### src/rtl/ahb_switch_in.sv
// AHB-Lite zero-wait-state slave returning synchronised, debounced switch and button inputs,
// with a W1C rising-edge status register and a level interrupt on enabled edges.
module ahb_switch_in #(
  parameter int NSW       = 16,
  parameter int NBTN      = 5,
  parameter int DB_CYCLES = 100000
) (
  input  logic            HCLK,
  input  logic            HRESET,
  input  logic            HSEL,
  input  logic            HREADY,
  input  logic [1:0]      HTRANS,
  input  logic            HWRITE,
  input  logic [31:0]     HADDR,
  input  logic [31:0]     HWDATA,
  output logic [31:0]     HRDATA,
  output logic            HREADYOUT,
  output logic            HRESP,
  input  logic [NSW-1:0]  SW_IN,
  input  logic [NBTN-1:0] BTN_IN,
  output logic            IRQ
);

  localparam int NI = NSW + NBTN;
  localparam int CW = (DB_CYCLES > 2) ? $clog2(DB_CYCLES) : 1;
  localparam logic [CW-1:0] CNT_MAX = CW'(DB_CYCLES - 1);

  localparam logic [1:0] A_SW   = 2'd0;
  localparam logic [1:0] A_BTN  = 2'd1;
  localparam logic [1:0] A_EDGE = 2'd2;
  localparam logic [1:0] A_IEN  = 2'd3;

  // Internal vectors hold switches in [NSW-1:0] and buttons above; the bus view puts buttons at bit 16.
  function automatic logic [31:0] f_to_bus(input logic [NI-1:0] v);
    logic [31:0] r;
    r = 32'd0;
    r[NSW-1:0]    = v[NSW-1:0];
    r[16 +: NBTN] = v[NI-1:NSW];
    return r;
  endfunction

  function automatic logic [NI-1:0] f_from_bus(input logic [31:0] d);
    return {d[16 +: NBTN], d[NSW-1:0]};
  endfunction

  logic [NI-1:0] r_sync1;
  logic [NI-1:0] r_sync2;
  logic [NI-1:0] r_stable;
  logic [CW-1:0] r_cnt [NI];
  logic [NI-1:0] r_edge;
  logic [NI-1:0] r_irq_en;
  logic          r_dp_valid;
  logic          r_dp_write;
  logic [1:0]    r_dp_addr;
  logic [31:0]   r_hrdata;
  logic          r_irq;

  logic          w_acc;
  logic          w_wr_edge;
  logic          w_wr_ien;
  logic [NI-1:0] w_rise;
  logic [NI-1:0] w_clr;
  logic [31:0]   w_rd_val;
  logic          w_unused;

  assign w_unused = &{1'b0, HADDR[31:4], HADDR[1:0], HTRANS[0], HWDATA};

  // Two-flop synchroniser on every raw input pin.
  always_ff @(posedge HCLK) begin
    if (HRESET) begin
      r_sync1 <= '0;
      r_sync2 <= '0;
    end else begin
      r_sync1 <= {BTN_IN, SW_IN};
      r_sync2 <= r_sync1;
    end
  end

  // Debouncer: stable follows sync only after it differed for DB_CYCLES consecutive cycles.
  always_ff @(posedge HCLK) begin
    if (HRESET) begin
      r_stable <= '0;
      for (int i = 0; i < NI; i++) begin
        r_cnt[i] <= '0;
      end
    end else begin
      for (int i = 0; i < NI; i++) begin
        if (r_sync2[i] != r_stable[i]) begin
          if (r_cnt[i] == CNT_MAX) begin
            r_stable[i] <= r_sync2[i];
            r_cnt[i]    <= '0;
          end else begin
            r_cnt[i]    <= r_cnt[i] + CW'(1);
          end
        end else begin
          r_cnt[i] <= '0;
        end
      end
    end
  end

  // Rising edge qualifies in the same cycle the stable bit is about to flip 0->1.
  always_comb begin
    w_rise = '0;
    for (int i = 0; i < NI; i++) begin
      w_rise[i] = r_sync2[i] & ~r_stable[i] & (r_cnt[i] == CNT_MAX);
    end
  end

  assign w_acc     = HSEL & HREADY & HTRANS[1];
  assign w_wr_edge = r_dp_valid & r_dp_write & (r_dp_addr == A_EDGE);
  assign w_wr_ien  = r_dp_valid & r_dp_write & (r_dp_addr == A_IEN);
  assign w_clr     = w_wr_edge ? f_from_bus(HWDATA) : '0;

  // Address-phase capture for the following data phase.
  always_ff @(posedge HCLK) begin
    if (HRESET) begin
      r_dp_valid <= 1'b0;
      r_dp_write <= 1'b0;
      r_dp_addr  <= 2'd0;
    end else begin
      r_dp_valid <= w_acc;
      r_dp_write <= HWRITE;
      r_dp_addr  <= HADDR[3:2];
    end
  end

  // Edge status (set beats clear) and interrupt enable registers.
  always_ff @(posedge HCLK) begin
    if (HRESET) begin
      r_edge   <= '0;
      r_irq_en <= '0;
    end else begin
      r_edge <= (r_edge & ~w_clr) | w_rise;
      if (w_wr_ien) begin
        r_irq_en <= f_from_bus(HWDATA);
      end else begin
        r_irq_en <= r_irq_en;
      end
    end
  end

  // Read mux over the current register contents.
  always_comb begin
    w_rd_val = 32'd0;
    case (HADDR[3:2])
      A_SW:    w_rd_val = 32'(r_stable[NSW-1:0]);
      A_BTN:   w_rd_val = 32'(r_stable[NI-1:NSW]);
      A_EDGE:  w_rd_val = f_to_bus(r_edge);
      A_IEN:   w_rd_val = f_to_bus(r_irq_en);
      default: w_rd_val = 32'd0;
    endcase
  end

  // Read data is captured at address acceptance, so a preceding write is never forwarded.
  always_ff @(posedge HCLK) begin
    if (HRESET) begin
      r_hrdata <= 32'd0;
      r_irq    <= 1'b0;
    end else begin
      r_hrdata <= (w_acc & ~HWRITE) ? w_rd_val : 32'd0;
      r_irq    <= |(r_edge & r_irq_en);
    end
  end

  assign HRDATA    = r_hrdata;
  assign IRQ       = r_irq;
  assign HREADYOUT = 1'b1;
  assign HRESP     = 1'b0;

endmodule

### config.mk
export PLATFORM = sky130hd
export DESIGN_NAME = ahb_switch_in
export DESIGN_NICKNAME = d
export VERILOG_FILES = /design/src/rtl/ahb_switch_in.sv
export SDC_FILE = /design/constraint.sdc
export NUM_CORES = 1
export LEC_CHECK = 0
export CORE_ASPECT_RATIO = 1.5
export CORE_UTILIZATION = 45
export CTS_CLUSTER_SIZE = 28
export DETAILED_ROUTE_END_ITERATION = 6
export PLACE_DENSITY = 0.67
export SLEW_MARGIN = 20
export SYNTH_ARGS = -nofsm -noshare
export SYNTH_HDL_FRONTEND = slang
export SYNTH_SLANG_ARGS = --single-unit
### constraint.sdc
create_clock -name HCLK -period 4.3 [get_ports HCLK]
set_clock_uncertainty 0.1 [all_clocks]
set_input_delay 0.86 -clock HCLK [delete_from_list [all_inputs] [get_ports HCLK]]
set_output_delay 0.86 -clock HCLK [all_outputs]
set_load 0.1 [all_outputs]
==> out/qor.yml <==
ir_drop_mv: 0.3009
place_congestion: 0.8532
root_buffer: "clkbuf_16"
critPathRequiredTime_ns: 3.34
synth_ff_type: "edfxtp_1"
crit_buf_inv: 1
timing.rr.start: "r_cnt[0][22]"
r2r_slack_ns: 1.69
clk_latency_ns: 0.57
hold_slack_ns: 0.3274
grt_pass1_vias: 17860
grt_max_degree: 61
grt.total_usage_pct: 17.88
maxSlewHeadroom_pct: 31.51
cp_slowest_cell: "clkdlybuf4s50_1"
synthesis.area_um2: 24940
p_leak_nw: 9.948
syn_avg_cell_area_um2: 10.38
layout.nets: 2928
grt_first_pass_wirelength_um: 84100
p_int_mw: 7.822
hold_violations: 0
vias: 18130
rr_endpoint: "r_cnt[0][26]"
path_max_fanout: 1
rsz0062_at_grt: "false"
max_freq_ghz: 0.3242
wire_per_inst_um: 14.14
status: "complete, no violations"
crit_path_start: "HRDATA[11]"
p_clk_share_pct: 41.7
min_to: "r_sync2[13]"
power.switching_mw: 2.291
n_fill_cell: 4920
worstMarginPinSlew_ns: 1.027
routed_wl_um: 49910
pwr-share-seq_pct: 53.5
drc: 0
finalPower_mw: 10.11
drtIter0Drc: 864
synth_fa_ha_area_share_pct: 2.107
row_count: 105
synthArstFlopShare_pct: 0
hold_class: "register to register"
synth_edf_count: 357
cts_hold_buf: 0
p_sw_share_pct: 22.65
yosys.area.top_type: "edfxtp_1"
drv_cap: 0
post-dp-hpwl_um: 36150
start_util_pct: 45.53
htree_levels: 2
r2r_cells: 4
synthCells: 2403
timing.final.crit_share_pct: 71.73
comb_power_share_pct: 4.8
clkTransAtPathRegs_ns: 0.06
layout-drive-gt1-share_pct: 4.411
core_um2: 54780
first_pass_iters: 7
synth_top_family_by_area: "simple AND/OR/NAND/NOR gates"
synth_seq_cells: 488
final.min_clock_period_ns: 3.085
synth-compound-area-share_pct: 3.958
cp.arrival_ns: 2.12
ys_warn_count: 0
max_stage_delay_ns: 1.17
max-clock-path-buffers: 3
crit_path_end_kind: "output port"
p_per_area_nw_per_um2: 348.9
layout_commonest_cell: "nor2_1"
final_cell_mix: "nor2_1 (408), conb_1 (370), edfxtp_1 (357)"
portBuffers: 71
routed_via_density: 5.135
ant_nets: 0
ctsResizeCount: 0
ys_types: 60
fp.dieW_um: 194.2
synthXorXnorAreaFrac_pct: 10.25
setup_viol: 0
synth_top_area_share_pct: 42.98
post_cts.repair.setup_buffers: 0
whs_path_depth: 1
cts.sinks: 488
synthMuxAreaShare_pct: 1.094
cts_tree: "built"
critical_path_class: "register to output port"
cpLargestDelayFamily: "buffers and inverters"
grt_overflow: 0
die-area_um2: 56390
hp-start: "r_sync1[13]"
final.setup.tns_ns: 0
syn_to_final_growth_pct: 16.20
critPathLaunchType: "register"
die_h_um: 290.3
io_pins: 127
antenna_found_initial: 2
maxSlewViolCount: 0
synth_area_leaders: "edfxtp_1 (43%), dfxtp_1 (11%), xnor2_1 (6.7%)"
yosys.area_share.simple_pct: 25.29
cts_buffers: 48
cp_cell_sequence: "clkdlybuf4s50_1"
seq_area_frac_synth_pct: 53.50
## registers in the layout (all words and copies together), names as in the netlist
signal	count
HRDATA	21
IRQ	1
r_cnt	357
r_dp_addr	2
r_dp_valid	1
r_dp_write	1
r_edge	21
r_irq_en	21
r_stable	21
r_sync1	21
r_sync2	21
## worst reg2reg max path, delay by kind of cell, from the launching register on
kind	cells	cell delay (ns)
flops	1	0.50
simple gates	4	1.75
## cells by family after synthesis
kind of cell,Yosys count
other,2
xor gates and xnor gates,292
and+or+nand+nor,1205
buffers and inverters,198
adders and majority gates,42
AOI/OAI and AO/OA,155
muxes,21
DFF,488
## metrics by stage
step / cells / worst slack, ns / area [um^2] / util, %
final: 3530 / 1.216 / 28980 / 52.90
after global placement: 3439 / 1.526 / 27380 / 49.97
after CTS: 3529 / 1.158 / 28980 / 52.90
after global routing: 3530 / 1.152 / 28980 / 52.90
after floorplan: 2771 / 1.983 / 26320 / -
after detailed placement: 3439 / 1.470 / 27380 / 49.97
## layer usage
metal	vias to the layer above	GRT usage, %	wire [um]
met5	-	0	17
met1	8652	21.17	21200
met3	72	2.356	1838
met2	286	33.33	25710
met4	2	5.285	1141
li1	9116	-	-
## worst max-delay path by stage
stage	to	slack (ns)	depth (start not counted)
floorplan	r_cnt[0][10]	1.98	6
global placement	r_cnt[0][107]	1.53	4
detailed placement	r_cnt[0][107]	1.47	4
CTS	HRDATA[11]	1.16	1
global route	HRDATA[11]	1.15	1
finish	HRDATA[11]	1.22	1
## power by group through the flow
stage	sequential, mW	combinational, mW	clock, mW
after floorplan	5.44	0.397	0
after global placement	5.50	0.469	0
after detailed placement	5.51	0.474	0
after CTS	5.40	0.478	4.35
after global routing	5.43	0.546	4.50
final	5.41	0.484	4.22
## cells in the mapped netlist, types with 9 or more instances
master,count
nor2_1,408
edfxtp_1,357
xnor2_1,191
nand2_1,146
nand4_1,137
dfxtp_1,131
nand3_1,129
xor2_1,101
inv_1,93
nor4_1,84
a21oi_1,69
nor3_1,61
clkbuf_1,45
nor2b_1,45
ha_1,42
or3_1,39
buf_4,31
and4_1,30
a22oi_1,24
and3_1,22
o21ai_0,19
nand4b_1,17
buf_2,16
mux2i_1,16
or4_1,15
nor4_2,10
and2_1,9
or2_2,9
or4b_1,9
## cell type report
type	count	area, um^2	area share [%]
Tap cell	695	869.6	3.000
Antenna cell	1	2.502	0.008634
Inverter	93	349.1	1.204
Sequential cell	488	13340	46.04
Clock inverter	20	113.9	0.3929
Timing Repair Buffer	78	773.2	2.668
Clock buffer	70	1491	5.146
Multi-Input combinational cell	2085	12040	41.54
Power figures use the tool's default switching activity.
